`config.mk`:
```
export PLATFORM = sky130hd
export DESIGN_NAME = mano_timing_ctrl_flat
export DESIGN_NICKNAME = d
export VERILOG_FILES = /design/src/rtl/mano_timing_ctrl_pkg.sv /design/src/rtl/mano_timing_ctrl_if.sv /design/src/rtl/mano_timing_ctrl_dec_4to16.sv /design/src/rtl/mano_timing_ctrl.sv /design/src/flat_wrapper.sv
export SDC_FILE = /design/constraint.sdc
export NUM_CORES = 1
export LEC_CHECK = 0
export ABC_CLOCK_PERIOD_IN_PS = 1700
export BUFFER_PORTS_ARGS = -buffer_cell sky130_fd_sc_hd__buf_2
export CELL_PAD_IN_SITES_DETAIL_PLACEMENT = 0
export CELL_PAD_IN_SITES_GLOBAL_PLACEMENT = 1
export CORE_MARGIN = 3
export CORE_UTILIZATION = 25
export DETAILED_ROUTE_END_ITERATION = 12
export PLACE_DENSITY_LB_ADDON = 0.1
export SLEW_MARGIN = 30
export SYNTH_ARGS = -nofsm -noshare
export SYNTH_HDL_FRONTEND = slang
export SYNTH_SLANG_ARGS = --single-unit
```
`constraint.sdc`:
```
create_clock -name clk -period 1.7 [get_ports clk]
set_input_delay 0.085 -clock clk [delete_from_list [all_inputs] [get_ports clk]]
set_output_delay 0.085 -clock clk [all_outputs]
set_load 0.01 [all_outputs]
```
`src/rtl/mano_timing_ctrl_pkg.sv`:
```
// Shared constants and types for the MANO timing and run-control stage.
package mano_timing_ctrl_pkg;

  localparam int SC_W = 4;
  localparam int T_W  = 16;

  // Timing index names, so t[T2] reads like the textbook's T2.
  localparam int T0  = 0;
  localparam int T1  = 1;
  localparam int T2  = 2;
  localparam int T3  = 3;
  localparam int T4  = 4;
  localparam int T5  = 5;
  localparam int T6  = 6;
  localparam int T7  = 7;
  localparam int T8  = 8;
  localparam int T9  = 9;
  localparam int T10 = 10;
  localparam int T11 = 11;
  localparam int T12 = 12;
  localparam int T13 = 13;
  localparam int T14 = 14;
  localparam int T15 = 15;

  // Run flag S, held as a two-state machine so it can be observed directly.
  typedef enum logic {
    ST_HALT = 1'b0,
    ST_RUN  = 1'b1
  } run_state_t;

  // Sequence counter increment, modulo 2**SC_W (carry discarded).
  function automatic logic [SC_W-1:0] sc_inc(input logic [SC_W-1:0] v);
    return v + SC_W'(1);
  endfunction

endpackage

```
`src/rtl/mano_timing_ctrl_if.sv`:
```
// Control/flag inputs and timing outputs of the timing stage, bundled.
// Handshake: none. Every signal is a plain level; inputs are sampled on each
// rising clk edge, outputs sc/s_run are registered and t/r_ld/r_d are
// combinational from the current state and inputs.
interface mano_timing_ctrl_if;
  import mano_timing_ctrl_pkg::*;

  logic            start;
  logic            halt;
  logic            sc_clr;
  logic            ien;
  logic            fgi;
  logic            fgo;
  logic            r_q;
  logic [SC_W-1:0] sc;
  logic [T_W-1:0]  t;
  logic            s_run;
  logic            r_ld;
  logic            r_d;

  // Control unit / flag side: drives requests, observes timing.
  modport master (
    output start, halt, sc_clr, ien, fgi, fgo, r_q,
    input  sc, t, s_run, r_ld, r_d
  );

  // Timing stage side.
  modport slave (
    input  start, halt, sc_clr, ien, fgi, fgo, r_q,
    output sc, t, s_run, r_ld, r_d
  );
endinterface

```
`src/rtl/mano_timing_ctrl_dec_4to16.sv`:
```
// Enable-gated n-to-2**n one-hot decoder; all zeros when disabled.
module mano_dec_4to16 #(
  parameter int N = 4
) (
  input  logic             i_en,
  input  logic [N-1:0]     i_sel,
  output logic [2**N-1:0]  o_onehot
);

  // One-hot decode of i_sel, forced to zero when i_en is low.
  always_comb begin
    o_onehot = '0;
    if (i_en) begin
      o_onehot[i_sel] = 1'b1;
    end
  end

endmodule

```
`src/rtl/mano_timing_ctrl.sv`:
```
// MANO CPU timing and run control: run flag S, sequence counter SC, one-hot
// timing T0..T15 and the load/data pair for the interrupt flip-flop R.
module mano_timing_ctrl
  import mano_timing_ctrl_pkg::*;
(
  input  logic                clk,
  input  logic                rst,
  mano_timing_ctrl_if.slave   bus,
  output run_state_t          o_dbg_state
);

  run_state_t      r_state;
  run_state_t      w_state_nxt;
  logic [SC_W-1:0] r_sc;
  logic [SC_W-1:0] w_sc_nxt;
  logic            w_run;
  logic [T_W-1:0]  w_t;
  logic            w_irq;
  logic            w_rclr;

  assign w_run = (r_state == ST_RUN);

  // State and counter registers; reset aborts any count immediately.
  always_ff @(posedge clk or posedge rst) begin
    if (rst) begin
      r_state <= ST_HALT;
      r_sc    <= '0;
    end else begin
      r_state <= w_state_nxt;
      r_sc    <= w_sc_nxt;
    end
  end

  // Next S (halt beats start) and next SC (clear beats count, even when halted).
  always_comb begin
    w_state_nxt = r_state;
    w_sc_nxt    = r_sc;
    if (bus.halt) begin
      w_state_nxt = ST_HALT;
    end else if (bus.start) begin
      w_state_nxt = ST_RUN;
    end
    if (bus.sc_clr) begin
      w_sc_nxt = '0;
    end else if (w_run) begin
      w_sc_nxt = sc_inc(r_sc);
    end
  end

  mano_dec_4to16 #(
    .N (SC_W)
  ) u_dec (
    .i_en     (w_run),
    .i_sel    (r_sc),
    .o_onehot (w_t)
  );

  // Interrupt request outside the fetch/decode slots T0..T2, and end of the
  // interrupt cycle at T2 while R is set. r_q keeps the two exclusive.
  assign w_irq  = w_run & ~w_t[T0] & ~w_t[T1] & ~w_t[T2] & bus.ien
                & (bus.fgi | bus.fgo) & ~bus.r_q;
  assign w_rclr = w_run & bus.r_q & w_t[T2];

  assign bus.sc      = r_sc;
  assign bus.t       = w_t;
  assign bus.s_run   = w_run;
  assign bus.r_ld    = w_irq | w_rclr;
  assign bus.r_d     = w_irq;
  assign o_dbg_state = r_state;

endmodule

```
`src/flat_wrapper.sv`:
```
// flat-port wrapper written by rule: the top's interface ports become plain ports
module mano_timing_ctrl_flat import mano_timing_ctrl_pkg::*;
  (clk, rst, o_dbg_state, bus_start, bus_halt, bus_sc_clr, bus_ien, bus_fgi, bus_fgo, bus_r_q, bus_sc, bus_t, bus_s_run, bus_r_ld, bus_r_d);
  mano_timing_ctrl_if bus_i ();
  input  logic clk;
  input  logic rst;
  output run_state_t o_dbg_state;
  input wire logic [$bits(bus_i.start)-1:0] bus_start;
  input wire logic [$bits(bus_i.halt)-1:0] bus_halt;
  input wire logic [$bits(bus_i.sc_clr)-1:0] bus_sc_clr;
  input wire logic [$bits(bus_i.ien)-1:0] bus_ien;
  input wire logic [$bits(bus_i.fgi)-1:0] bus_fgi;
  input wire logic [$bits(bus_i.fgo)-1:0] bus_fgo;
  input wire logic [$bits(bus_i.r_q)-1:0] bus_r_q;
  output wire logic [$bits(bus_i.sc)-1:0] bus_sc;
  output wire logic [$bits(bus_i.t)-1:0] bus_t;
  output wire logic [$bits(bus_i.s_run)-1:0] bus_s_run;
  output wire logic [$bits(bus_i.r_ld)-1:0] bus_r_ld;
  output wire logic [$bits(bus_i.r_d)-1:0] bus_r_d;
  assign bus_i.start = bus_start;
  assign bus_i.halt = bus_halt;
  assign bus_i.sc_clr = bus_sc_clr;
  assign bus_i.ien = bus_ien;
  assign bus_i.fgi = bus_fgi;
  assign bus_i.fgo = bus_fgo;
  assign bus_i.r_q = bus_r_q;
  assign bus_sc = bus_i.sc;
  assign bus_t = bus_i.t;
  assign bus_s_run = bus_i.s_run;
  assign bus_r_ld = bus_i.r_ld;
  assign bus_r_d = bus_i.r_d;
  mano_timing_ctrl u_core (.clk(clk), .rst(rst), .bus(bus_i), .o_dbg_state(o_dbg_state));
endmodule
```
==> Yosys cells after proc, flatten, opt, wreduce, memory -nomap -nowiden <==
Cells that the tools add are included.
W data, S select, Z words.
{ "totals": {"register_bits": 5, "inputBits": 9, "output_inout_bits": 24, "word_cells": 29} }
{ "classes": {"add_sub_neg": 1, "n_lt_le_gt_ge": 2, "muxes": 7, "bitwise": 14, "reduce_logical": 3} }
{ "ops": {"columns": ["op", "n"], "rows": [
  ["$mux W16", 1],
  ["$and A1 B1 Y1", 8],
  ["$mux W4", 2],
  ["$lt A4 B5 Y1 const B", 1],
  ["$add A4 B1 Y4 const B", 1],
  ["$demux W1 S4", 1],
  ["$ge A4 B1 Y1 const B", 1],
  ["$not A1 Y1", 4],
  ["$reduce_bool A2 Y1", 2],
  ["$mux W1", 3],
  ["$or A1 B1 Y1", 2],
  ["$logic_and A1 B1 Y1", 1]
]} }

==> Depth between registers and ports, before layout <==
Gate-level depths: netlist (run 1).
{ "depth": {"depth_word": 13, "depth_mapped": 5, "mapped_depth_nobuf": 5} }

==> By module <==
Synthesis (run 1) repeated with hierarchy kept, for this count alone.
{ "unflattened": {"hier_cells": 51, "hier_area_um2": 401.6} }
{ "modules_own_cells": {"columns": ["mod", "n_inst", "cells_each", "area_each_um2", "seq_area_each_um2"], "rows": [
  ["mano_timing_ctrl", 1, 28, 284.0, 125.1],
  ["mano_dec_4to16", 1, 23, 117.6, 0.0]
]} }

==> Worst setup path before layout (run 1) <==
OpenSTA, ideal clock, no wires.
{ "synth_path": {"kind": "flip-flop to output port", "from": "register u_core.r_sc[0] (netlist: u_core.bus.sc[0])", "to": "output bus_r_ld", "t_arrival_ps": 1625, "t_required_ps": 1615, "path_slack_ps": -10, "stages_incl_launch_ff": 6, "n_path_buf": 0, "path_cell_list": "dfrtp_1 -> inv_1 -> ha_1 -> or3_1 -> a211oi_2 -> a21o_1"} }
{ "synth_between": {"elab_chain_len": 13, "word_cells_on_any_way": 17, "classes_between": "order compare (2); mux (3); bitwise (11); reduce/logical (1)"} }
{ "synth_rtl": {"columns": ["item", "line_no", "source"], "rows": [
  ["from (decl)", "mano_timing_ctrl.sv:14", "logic [SC_W-1:0] r_sc;"],
  ["from (signal assigned)", "mano_timing_ctrl.sv:30", "r_sc <= w_sc_nxt;"],
  ["$lt A4 B5 Y1 (not written as such) / $ge A4 B1 Y1 (equally long branches)", "mano_timing_ctrl_dec_4to16.sv:14", "o_onehot[i_sel] = 1'b1;"],
  ["$logic_and A1 B1 Y1 (not written as such)", "mano_timing_ctrl_dec_4to16.sv:14", null],
  ["$mux W1 (not written as such)", "mano_timing_ctrl_dec_4to16.sv:14", null],
  ["$demux W1 S4 *", "mano_timing_ctrl_dec_4to16.sv:14", null],
  ["$mux W16 *", "mano_timing_ctrl_dec_4to16.sv:13", "if (i_en) begin"],
  ["$not A1 Y1", "mano_timing_ctrl.sv:60", "assign w_irq = w_run & ~w_t[T0] & ~w_t[T1] & ~w_t[T2] & bus.ien"],
  ["$and A1 B1 Y1 (2 in series)", "mano_timing_ctrl.sv:60", null],
  ["$and A1 B1 Y1 * (2 in series)", "mano_timing_ctrl.sv:60", null],
  ["$and A1 B1 Y1 * (2 in series)", "mano_timing_ctrl.sv:61", "& (bus.fgi | bus.fgo) & ~bus.r_q;"],
  ["via bus_r_d", "flat_wrapper.sv:19", "output wire logic [$bits(bus_i.r_d)-1:0] bus_r_d;"],
  ["$or A1 B1 Y1 *", "mano_timing_ctrl.sv:67", "assign bus.r_ld = w_irq | w_rclr;"],
  ["to (decl)", "flat_wrapper.sv:18", "output wire logic [$bits(bus_i.r_ld)-1:0] bus_r_ld;"]
]} }
The timed path passes the listed nets; every way through them passes the cells marked *.

==> Worst setup path in the final report (run 1) <==
{ "layout_path": {"from": "register u_core.r_sc[0] (netlist: u_core.bus.sc[0])", "to": "output bus_r_ld"} }
{ "layout_between": {"elab_chain_len": 13, "word_cells_on_any_way": 17, "classes_between": "order compare (2); mux (3); bitwise (11); reduce/logical (1)"} }
{ "layout_rtl": {"columns": ["item", "line_no"], "rows": [
  ["$lt A4 B5 Y1 (not written as such) / $ge A4 B1 Y1 (equally long branches)", "mano_timing_ctrl_dec_4to16.sv:14"],
  ["$logic_and A1 B1 Y1 (not written as such)", "mano_timing_ctrl_dec_4to16.sv:14"],
  ["$mux W1 (not written as such)", "mano_timing_ctrl_dec_4to16.sv:14"],
  ["$demux W1 S4 *", "mano_timing_ctrl_dec_4to16.sv:14"],
  ["$mux W16 *", "mano_timing_ctrl_dec_4to16.sv:13"],
  ["$not A1 Y1", "mano_timing_ctrl.sv:60"],
  ["$and A1 B1 Y1 (4 in series)", "mano_timing_ctrl.sv:60"],
  ["$and A1 B1 Y1 (2 in series)", "mano_timing_ctrl.sv:61"],
  ["$or A1 B1 Y1 *", "mano_timing_ctrl.sv:67"]
]} }
Mark *: on every way between the ends. The rest lies on a longest branch, timed or not.

==> results of run 1 <==
-- final cells by class --
type | instances | area share
timing repair buffer | 40 | 0.314
multi-input combinational | 42 | 0.417
clock buffer | 4 | 0.0366
sequential | 5 | 0.175
tap | 24 | 0.0419
inverter | 3 | 0.0157
-- cells in the mapped netlist --
master / instances / share of area
sky130_fd_sc_hd__inv_1: 3 / 0.025
sky130_fd_sc_hd__dfrtp_1: 5 / 0.28
sky130_fd_sc_hd__and3b_1: 1 / 0.020
sky130_fd_sc_hd__a21o_1: 1 / 0.017
sky130_fd_sc_hd__buf_4: 2 / 0.034
sky130_fd_sc_hd__nand2_1: 2 / 0.017
sky130_fd_sc_hd__a211oi_2: 1 / 0.028
sky130_fd_sc_hd__and2_1: 12 / 0.17
sky130_fd_sc_hd__and2_2: 4 / 0.068
sky130_fd_sc_hd__o211ai_1: 1 / 0.017
sky130_fd_sc_hd__nor3b_1: 1 / 0.017
sky130_fd_sc_hd__or3_1: 1 / 0.014
sky130_fd_sc_hd__nor2_1: 8 / 0.068
sky130_fd_sc_hd__nand4_1: 1 / 0.014
sky130_fd_sc_hd__and3_1: 1 / 0.014
sky130_fd_sc_hd__xnor2_1: 1 / 0.020
sky130_fd_sc_hd__mux2i_1: 1 / 0.023
sky130_fd_sc_hd__xor2_1: 2 / 0.040
sky130_fd_sc_hd__ha_1: 4 / 0.11
-- flip-flops by register name, summed over array words and instances, names as in the netlist --
register and cells:
u_core.bus.s_run 1, u_core.bus.sc 4
-- power breakdown --
part | total, mW | switching (mW) | internal [mW]
logic | 0.104 | 0.0505 | 0.0536
clock network | 0.136 | 0.0470 | 0.0886
registers | 0.130 | 0.00456 | 0.126
-- cell usage in the layout, fill, tap and decap left out, drive strengths merged, types with 2 or more instances in the layout --
| cell | netlist | routed |
|---|---|---|
| and2 | 16 | 16 |
| xor2 | 2 | 2 |
| dlygate4sd3 | 0 | 2 |
| nand2 | 2 | 2 |
| inv | 3 | 3 |
| clkbuf | 0 | 4 |
| ha | 4 | 4 |
| nor2 | 8 | 8 |
| dfrtp | 5 | 5 |
| buf | 2 | 38 |
-- metrics by stage --
step / power [mW] / setup TNS (ns) / cell area (um2) / setup slack [ns]
after global placement: 0.224 / 0 / 648 / 0.174
after CTS: 0.376 / -0.0895 / 709 / -0.0715
final: 0.370 / -0.0503 / 717 / -0.0503
after floorplan: 0.185 / 0 / 443 / 0.0242
after detailed placement: 0.225 / 0 / 648 / 0.134
after global routing: 0.399 / -0.232 / 717 / -0.153
-- critical path, delay by kind of cell (launching register included) --
| family | cells | cell delay (ns) |
|---|---|---|
| flops | 1 | 0.36 |
| simple gates | 1 | 0.37 |
| buf+inv | 2 | 0.19 |
| fa+ha+maj | 1 | 0.19 |
| compound gates | 2 | 0.31 |
-- logic make-up after synthesis --
group,Yosys count,synth area share
simple gates,31,0.401
buf+inv,5,0.0593
flops,5,0.282
fa+ha+maj,4,0.113
compound gates,3,0.0622
xor+xnor,3,0.0593
mux,1,0.0226
-- metal layers --
metal,share of wire,global-route usage,vias up
met5,0,0,-
met2,0.46,0.169,24
met3,0.078,0.0111,2
met1,0.45,0.136,194
li1,-,-,248
met4,0.013,0.0645,0
-- worst max-delay path by stage --
stage | cells past startpoint | to | startpoint | slack (ns)
after floorplan | 5 | bus_r_ld | u_core.bus.sc[0]$_DFFE_PP0P_ | 0.02
after global placement | 6 | bus_r_ld | u_core.bus.sc[0]$_DFFE_PP0P_ | 0.17
after detailed placement | 6 | bus_r_ld | u_core.bus.sc[0]$_DFFE_PP0P_ | 0.13
after CTS | 6 | bus_r_ld | u_core.bus.sc[1]$_DFFE_PP0P_ | -0.07
after global routing | 6 | bus_r_ld | u_core.bus.sc[0]$_DFFE_PP0P_ | -0.15
final | 6 | bus_r_ld | u_core.bus.sc[0]$_DFFE_PP0P_ | -0.05
-- what timing repair did --
action / in CTS / in global routing
hold buffers: 2 / 0
resized for setup: 3 / 0
setup endpoints to repair: 2 / 2
cloned: 0 / 0
hold endpoints to repair: 6 / 0
buffers inserted: 1 / 1
==> qor.csv, run 1 <==
metric,value,unit
cts_htree_levels,1,
slowest_stage,sky130_fd_sc_hd__or3_1,
vdd.ir_drop.worst,0.312,mV
via_count,468,
placer_congestion_estimate,0.668,
postRouteAntennaNets,0,
antenna_cells_inserted,0,
rows,14,
power_density_over_cell_area,516,nW/um2
clock-sinks,5,
max_slew.worst_pin.slew,0.384,ns
regToRegEndpoint,u_core.bus.sc[2]$_DFFE_PP0P_,
critical_path.endpoint_type,output port,
setup_repair_after_global_routing_missed_its_margin,true,
floorplan.initialDensity,0.278,
design.core.area,1590,um2
drt_iter0_markers,2,
req_time_crit_path,1.62,ns
final_core_utilization,0.450,
worstHoldPathType,input port to register,
regToRegStartpoint,u_core.bus.sc[0]$_DFFE_PP0P_,
cp_max_fo,3,
power.static_leakage,0.427,nW
clk_root_buffer_cell,sky130_fd_sc_hd__clkbuf_4,
pin_count,33,
clk_latency,0.24,ns
area_growth,61.9,%
groute.usage.overall,0.106,
summed_instance_area_of_the_synthesized_netlist,443,um2
vias_per_cell,3.97,
max_freq,571,MHz
timing.final.crit_period,1.75,ns
finalHoldViolations,0,
register_clock_pin_slew_on_the_reported_worst_setup_and_hold_paths,0.04,ns
maxCapViolations,0,
worstRegToRegCells,6,
layout_worst_path_cycle_share,1.03,
synth.ff_latch_count,5,
fin_worst_skew,0.00179,ns
nFillCells,173,
sequential_cell_area,125,um2
placed_cells_incl_taps,110,
global_route_wire_length_before_repair,1.66,mm
netlist_instances,52,
layout_cells_sized_above_1,0.521,
worstPathArrival,1.67,ns
wl,1.18,mm
synth_nets,65,
hp-start,bus_sc_clr,
timing.critical_path.from_type,register,
first_global_vias,358,
cpPeakStageDelay,0.37,ns
multi_input_area,299,um2
clock_tree_from_tritoncts,done,
status,"complete, but fails checks",
worstPathCellList,inv_1 -> ha_2 -> or3_1 -> a211oi_2 -> a21o_1 -> buf_2,
failed_checks,negative setup slack,
hold_ws,0.0393,ns
timing.final.max_slew_violations,0,
min_path_cells,2,
report.final.setup_viol,1,
yosysSeqAreaShare,0.282,
worst-setup-path-type,register to output port,
grt_start_max_net_pins,12,
gr-total-overflow,0,
cts-buffers-inserted,3,
yosysUniqueCellTypes,19,
route.detailed.drc,0,
hold_path_end,u_core.bus.sc[1]$_DFFE_PP0P_,
drt_first_pass_iters,4,
place.detailed.hpwl,955,um
die_area,2310,um2
synth.yosys.warnings,0,
max_slew_headroom,0.744,
die_x,48.1,um
ff2ff_setup_slack,0.35,ns
nNetsFinal,108,
final.setup.worst_slack,-0.0503,ns
post_synth.cell_area_avg,8.52,um2
wire_per_inst,9.99,um
layout.cells.non_filler,118,
port_buffers,32,
die_h,48.1,um
cts_buffer_depth,2,
initial_antenna_violation_count,0,
Power figures use the tool's default switching activity.
==> run 2, diff against run 1 <==
--- a/config.mk
+++ b/config.mk
@@ -5,13 +5,14 @@
 export SDC_FILE = /design/constraint.sdc
 export NUM_CORES = 1
 export LEC_CHECK = 0
-export ABC_CLOCK_PERIOD_IN_PS = 1700
+export ABC_CLOCK_PERIOD_IN_PS = 1750
 export BUFFER_PORTS_ARGS = -buffer_cell sky130_fd_sc_hd__buf_2
 export CELL_PAD_IN_SITES_DETAIL_PLACEMENT = 0
 export CELL_PAD_IN_SITES_GLOBAL_PLACEMENT = 1
 export CORE_MARGIN = 3
 export CORE_UTILIZATION = 25
 export DETAILED_ROUTE_END_ITERATION = 12
+export HOLD_SLACK_MARGIN = 0.1
 export PLACE_DENSITY_LB_ADDON = 0.1
 export SLEW_MARGIN = 30
 export SYNTH_ARGS = -nofsm -noshare
==> constraint.sdc (replaced) <==
create_clock -name clk -period 1.75 [get_ports clk]
set_input_delay 0.0875 -clock clk [delete_from_list [all_inputs] [get_ports clk]]
set_output_delay 0.0875 -clock clk [all_outputs]
set_load 0.01 [all_outputs]
==> qor.csv, run 2 (synthesis results as in run 1) <==
metric,value,unit,change
gr-total-overflow,0,,unchanged
cp_max_fo,3,,unchanged
report.final.setup_viol,1,,unchanged
initial_antenna_violation_count,0,,unchanged
slowest_stage,sky130_fd_sc_hd__dfrtp_1,,was sky130_fd_sc_hd__or3_1
p_sw_frac,0.288,,was 0.276
fin_worst_skew,0.00612,ns,was 0.00179 ns
port_buffers,32,,unchanged
worstPathCellList,inv_2 -> ha_2 -> or3_1 -> a211oi_2 -> a21o_1 -> buf_2,,was inv_1 -> ha_2 -> or3_1 -> a211oi_2 -> a21o_1 -> buf_2
postRouteAntennaNets,0,,unchanged
power_density_over_cell_area,492,nW/um2,was 516 nW/um2
cpPeakStageDelay,0.38,ns,was 0.37 ns
vdd.ir_drop.worst,0.373,mV,was 0.312 mV
clock-sinks,5,,unchanged
via_count,495,,was 468
p_comb_frac,0.301,,was 0.281
worstPathArrival,1.68,ns,was 1.67 ns
global_route_wire_length_before_repair,1.95,mm,was 1.66 mm
layout_cells_sized_above_1,0.551,,was 0.521
p_sw,0.107,mW,was 0.102 mW
timing.critical_path.from_type,register,,unchanged
wire_per_inst,10.4,um,was 9.99 um
multi_input_area,299,um2,unchanged
portion_of_total_power_attributed_to_the_clock_network,0.358,,was 0.367
layout_worst_path_cycle_share,1.01,,
die_x,48.1,um,unchanged
die_h,48.1,um,unchanged
status,"complete, but fails checks",,unchanged
cts_buffer_depth,2,,unchanged
max_slew_headroom,0.763,,was 0.744
pwr-share-seq,0.341,,was 0.352
floorplan.initialDensity,0.278,,unchanged
place_worst_setup_slack,0.149,ns,was 0.134 ns
critical_path.endpoint_type,output port,,unchanged
layout_commonest_cell,sky130_fd_sc_hd__buf_2,,unchanged
pin_count,33,,unchanged
cts_htree_levels,1,,unchanged
worst-setup-path-type,register to output port,,unchanged
intPower,0.264,mW,was 0.268 mW
power.static_leakage,0.450,nW,was 0.427 nW
route.detailed.drc,0,,unchanged
nNetsFinal,112,,was 108
drt_iter0_markers,2,,unchanged
first_global_vias,460,,was 358
wl,1.27,mm,was 1.18 mm
finalHoldViolations,0,,unchanged
clk_root_buffer_cell,sky130_fd_sc_hd__clkbuf_4,,unchanged
die_area,2310,um2,unchanged
place.detailed.hpwl,949,um,was 955 um
vias_per_cell,4.06,,was 3.97
groute.usage.overall,0.119,,was 0.106
drt_first_pass_iters,4,,unchanged
area_growth,70.1,%,was 61.9%
critPathBufInv,2,,unchanged
design.core.area,1590,um2,unchanged
max_slew.worst_pin.slew,0.355,ns,was 0.384 ns
timing.final.max_slew_violations,0,,unchanged
final.setup.worst_slack,-0.0203,ns,was -0.0503 ns
flip_flop_count_of_the_largest_register_all_copies_and_words_added,4,,unchanged
nFillCells,176,,was 173
rows,14,,unchanged
setup_repair_after_global_routing_missed_its_margin,true,,unchanged
critical_path.top_delay_family,flip-flops,,was simple AND/OR/NAND/NOR gates
clock_tree_from_tritoncts,done,,unchanged
cts-buffers-inserted,3,,unchanged
grt_start_max_net_pins,12,,unchanged
placer_congestion_estimate,0.668,,about the same
max_freq,565,MHz,
layout.cells.most_common_list,"sky130_fd_sc_hd__buf_2 (32), sky130_fd_sc_hd__and2_1 (12), sky130_fd_sc_hd__nor2_1 (8), sky130_fd_sc_hd__buf_4 (8), sky130_fd_sc_hd__dfrtp_1 (5)",,"was sky130_fd_sc_hd__buf_2 (32), sky130_fd_sc_hd__and2_1 (12), sky130_fd_sc_hd__nor2_1 (8), sky130_fd_sc_hd__buf_4 (6), sky130_fd_sc_hd__dfrtp_1 (5)"
req_time_crit_path,1.66,ns,was 1.62 ns
sequential_cell_area,125,um2,unchanged
maxCapViolations,0,,unchanged
hold_ws,0.285,ns,was 0.0393 ns
worstHoldPathType,input port to asynchronous set/reset pin,,was input port to register
failed_checks,negative setup slack,,unchanged
timing.final.crit_period,1.77,ns,
clk_latency,0.24,ns,about the same
antenna_cells_inserted,0,,unchanged
register_clock_pin_slew_on_the_reported_worst_setup_and_hold_paths,0.05,ns,was 0.04 ns
run 2: cell types whose count changed in the layout (fill, tap and decap cells not counted), sizes merged:
cell,previous run,this run
buf,38,40
dlygate4sd3,2,4
clkbuf,4,3
clkinv,0,1
run 2: metal layers:
| layer | track usage | up-vias | wire length, um |
|---|---|---|---|
| li1 | - | 258 | - |
| met1 | 0.141 | 213 | 551 |
| met2 | 0.211 | 22 | 632 |
| met3 | 0.0111 | 2 | 76 |
| met4 | 0.0645 | 0 | 6 |
| met5 | 0 | - | 0 |
run 2: path summary, 6_finish.rpt:
kind,depth (start not counted),from,end,slack (ns)
setup / recovery,6,u_core.bus.sc[0]$_DFFE_PP0P_,bus_r_ld,-0.02
hold / removal,3,rst,u_core.bus.sc[3]$_DFFE_PP0P_,0.28
setup reg to reg,4,u_core.bus.s_run$_DFFE_PP0P_,u_core.bus.s_run$_DFFE_PP0P_,0.41
hold reg to reg,3,u_core.bus.sc[2]$_DFFE_PP0P_,u_core.bus.sc[2]$_DFFE_PP0P_,0.67
max in group asynchronous,3,rst,u_core.bus.s_run$_DFFE_PP0P_,1.29
min in group clk,3,bus_r_q,bus_r_d,0.44
run 2: layout make-up:
type                            instances  area share
Sequential cell                         5       0.166
Clock buffer                            3      0.0299
Inverter                                3      0.0150
Tap cell                               24      0.0399
Timing Repair Buffer                   44       0.346
Multi-Input combinational cell         42       0.397
Clock inverter                          1     0.00664
run 2: worst register-to-register path: cells and delay by family (launching register included):
kind | cells | cell delay (ns)
AND/OR/NAND/NOR | 2 | 0.14
flip-flops | 1 | 0.36
buffers and inverters | 2 | 0.71
run 2: per-stage QoR:
step	total power [mW]	util	cell area, um2	setup TNS (ns)	cells
after floorplan	0.179	-	443	0	52
after global placement	0.217	0.407	648	0	110
after detailed placement	0.218	0.407	648	0	110
after CTS	0.377	0.468	746	-0.0259	121
after global routing	0.398	0.473	753	-0.170	122
final	0.371	0.473	753	-0.0203	122
run 2: what timing repair did:
item                                    in CTS  in global routing
endpoints found under the hold margin       10                  0
resized for setup                            5                  0
pin swaps                                    3                  0
buffers inserted                             3                  1
hold buffers                                 4                  0
endpoints found under the setup margin       2                  2
run 2: power groups by stage:
| stage | logic (mW) | clock network [mW] | registers, mW |
|---|---|---|---|
| after global routing | 0.126 | 0.144 | 0.127 |
| after global placement | 0.0903 | 0 | 0.127 |
| after floorplan | 0.0456 | 0 | 0.134 |
| after CTS | 0.111 | 0.140 | 0.126 |
| after detailed placement | 0.0910 | 0 | 0.127 |
| final | 0.111 | 0.133 | 0.127 |
==> run 3, diff against run 2 <==
--- a/config.mk
+++ b/config.mk
@@ -5,12 +5,13 @@
 export SDC_FILE = /design/constraint.sdc
 export NUM_CORES = 1
 export LEC_CHECK = 0
-export ABC_CLOCK_PERIOD_IN_PS = 1750
+export ABC_CLOCK_PERIOD_IN_PS = 1900
 export BUFFER_PORTS_ARGS = -buffer_cell sky130_fd_sc_hd__buf_2
 export CELL_PAD_IN_SITES_DETAIL_PLACEMENT = 0
 export CELL_PAD_IN_SITES_GLOBAL_PLACEMENT = 1
 export CORE_MARGIN = 3
 export CORE_UTILIZATION = 25
+export CTS_BUF_LIST = sky130_fd_sc_hd__clkbuf_4 sky130_fd_sc_hd__clkbuf_8 sky130_fd_sc_hd__clkbuf_16
 export DETAILED_ROUTE_END_ITERATION = 12
 export HOLD_SLACK_MARGIN = 0.1
 export PLACE_DENSITY_LB_ADDON = 0.1
==> constraint.sdc (replaced) <==
create_clock -name clk -period 1.9 [get_ports clk]
set_input_delay 0.095 -clock clk [delete_from_list [all_inputs] [get_ports clk]]
set_output_delay 0.095 -clock clk [all_outputs]
set_load 0.01 [all_outputs]
==> qor.csv, run 3 (synthesis results as in run 1) <==
metric,value,unit,change
status,completed,,"was complete, but fails checks"
finalHoldViolations,0,,unchanged
cp_max_fo,5,,was 3
grt_start_max_net_pins,13,,was 12
place.detailed.hpwl,867,um,was 949 um
cts_htree_levels,1,,unchanged
pin_count,33,,unchanged
worstHoldPathType,input port to asynchronous set/reset pin,,unchanged
global_route_wire_length_before_repair,1.62,mm,was 1.95 mm
hold_ws,0.299,ns,was 0.285 ns
clock-sinks,5,,unchanged
clk_latency,0.24,ns,about the same
first_global_vias,363,,was 460
die_x,48.1,um,unchanged
fin_worst_skew,0.000202,ns,was 0.00612 ns
req_time_crit_path,1.80,ns,was 1.66 ns
rows,14,,unchanged
die_area,2310,um2,unchanged
maxCapViolations,0,,unchanged
power_density_over_cell_area,475,nW/um2,was 492 nW/um2
gr-total-overflow,0,,unchanged
register_clock_pin_slew_on_the_reported_worst_setup_and_hold_paths,0.04,ns,was 0.05 ns
worstPathArrival,1.71,ns,was 1.68 ns
placed_area,618,um2,was 648 um2
vdd.ir_drop.worst,0.334,mV,was 0.373 mV
setup_repair_after_global_routing_missed_its_margin,false,,was true
wire_per_inst,10.1,um,was 10.4 um
max_slew.worst_pin.slew,0.374,ns,was 0.355 ns
layout.cells.most_common_list,"sky130_fd_sc_hd__buf_2 (32), sky130_fd_sc_hd__and2_1 (12), sky130_fd_sc_hd__nor2_1 (8)",,"was sky130_fd_sc_hd__buf_2 (32), sky130_fd_sc_hd__and2_1 (12), sky130_fd_sc_hd__nor2_1 (8), sky130_fd_sc_hd__buf_4 (8), sky130_fd_sc_hd__dfrtp_1 (5)"
vias_per_cell,4.10,,was 4.06
design_area,719,um2,was 753 um2
cts-buffers-inserted,3,,unchanged
layout_cells_sized_above_1,0.516,,was 0.551
groute.usage.overall,0.101,,was 0.119
layout_worst_path_cycle_share,0.948,,
totalNegativeSetupSlack,0,ns,was -0.0203 ns
critical_path.endpoint_type,output port,,unchanged
layout_commonest_cell,sky130_fd_sc_hd__buf_2,,unchanged
drt_first_pass_iters,2,,was 4
postRouteAntennaNets,0,,unchanged
power.static_leakage,0.424,nW,was 0.450 nW
die_h,48.1,um,unchanged
cts_buffer_depth,2,,unchanged
floorplan.initialDensity,0.278,,unchanged
timing.critical_path.from_type,register,,unchanged
initial_antenna_violation_count,0,,unchanged
fin_total_pwr,0.342,mW,was 0.371 mW
area_growth,62.4,%,was 70.1%
port_buffers,32,,unchanged
nNetsFinal,107,,was 112
place_worst_setup_slack,0.165,ns,was 0.149 ns
design.core.area,1590,um2,unchanged
drt_iter0_markers,2,,unchanged
timing.final.crit_period,1.80,ns,
clock_tree_from_tritoncts,done,,unchanged
max_slew_headroom,0.751,,was 0.763
max_freq,555,MHz,
final.setup.worst_slack,0.0990,ns,was -0.0203 ns
route.detailed.drc,0,,unchanged
flip_flop_count_of_the_largest_register_all_copies_and_words_added,4,,unchanged
report.final.setup_viol,0,,was 1
antenna_cells_inserted,0,,unchanged
worst-setup-path-type,register to output port,,unchanged
wl,1.18,mm,was 1.27 mm
timing.final.max_slew_violations,0,,unchanged
clk_root_buffer_cell,sky130_fd_sc_hd__clkbuf_4,,unchanged
via_count,480,,was 495
placer_congestion_estimate,0.650,,was 0.668
## run 3: worst max-delay path, stage by stage (launching register included)
cell	delay [ns]
sky130_fd_sc_hd__dfrtp_1	0.39
sky130_fd_sc_hd__buf_4	0.14
sky130_fd_sc_hd__ha_2	0.18
sky130_fd_sc_hd__or3_1	0.32
sky130_fd_sc_hd__a211oi_2	0.21
sky130_fd_sc_hd__a21o_1	0.10
sky130_fd_sc_hd__buf_2	0.12
## run 3: what timing repair did
action                                  CTS  global route
pin swaps                                 0             1
endpoints found under the setup margin    2             2
cloned                                    0             0
endpoints found under the hold margin    10             0
resized for setup                         1             3
hold buffers                              4             0
setup buffers                             2             1
## run 3: path summary, 6_finish.rpt
check                           cells after the start  slack, ns                      endpoint                    startpoint
worst max-delay path                                6        0.1                      bus_r_ld  u_core.bus.sc[1]$_DFFE_PP0P_
worst min-delay path                                3       0.30  u_core.bus.s_run$_DFFE_PP0P_                           rst
worst max register to register                      3       0.53  u_core.bus.s_run$_DFFE_PP0P_  u_core.bus.s_run$_DFFE_PP0P_
worst min register to register                      2       0.65  u_core.bus.sc[3]$_DFFE_PP0P_  u_core.bus.sc[3]$_DFFE_PP0P_
max in group asynchronous                           3       1.42  u_core.bus.sc[0]$_DFFE_PP0P_                           rst
min in group clk                                    3       0.46                       bus_r_d                       bus_r_q
## run 3: power breakdown
| part | switching [mW] | internal [mW] |
|---|---|---|
| Clock | 0.0409 | 0.0935 |
| Combinational | 0.0406 | 0.0453 |
| Sequential | 0.00868 | 0.113 |
## run 3: metal layers
metal	wire length, um	vias to the layer above	GRT usage	share of wire
li1	-	247	-	-
met1	555	207	0.136	0.47
met2	516	24	0.153	0.44
met3	89	2	0.0111	0.075
met4	17	0	0.0645	0.014
met5	0	-	0	0
## run 3: through the flow
stage          utilization  std cells
2_1_floorplan            -         52
3_5_place_dp         0.388        106
6_report             0.451        117
5_1_grt              0.451        117
4_1_cts              0.442        116
3_3_place_gp         0.388        106
## run 3: cell type report
type / count / area, um2
well taps: 24 / 30.0
multi-input cells: 42 / 299
inverters: 3 / 11.3
flip-flops and latches: 5 / 126
clock buffers: 4 / 30.0
fillers: 172 / 875
repair buffers: 39 / 223
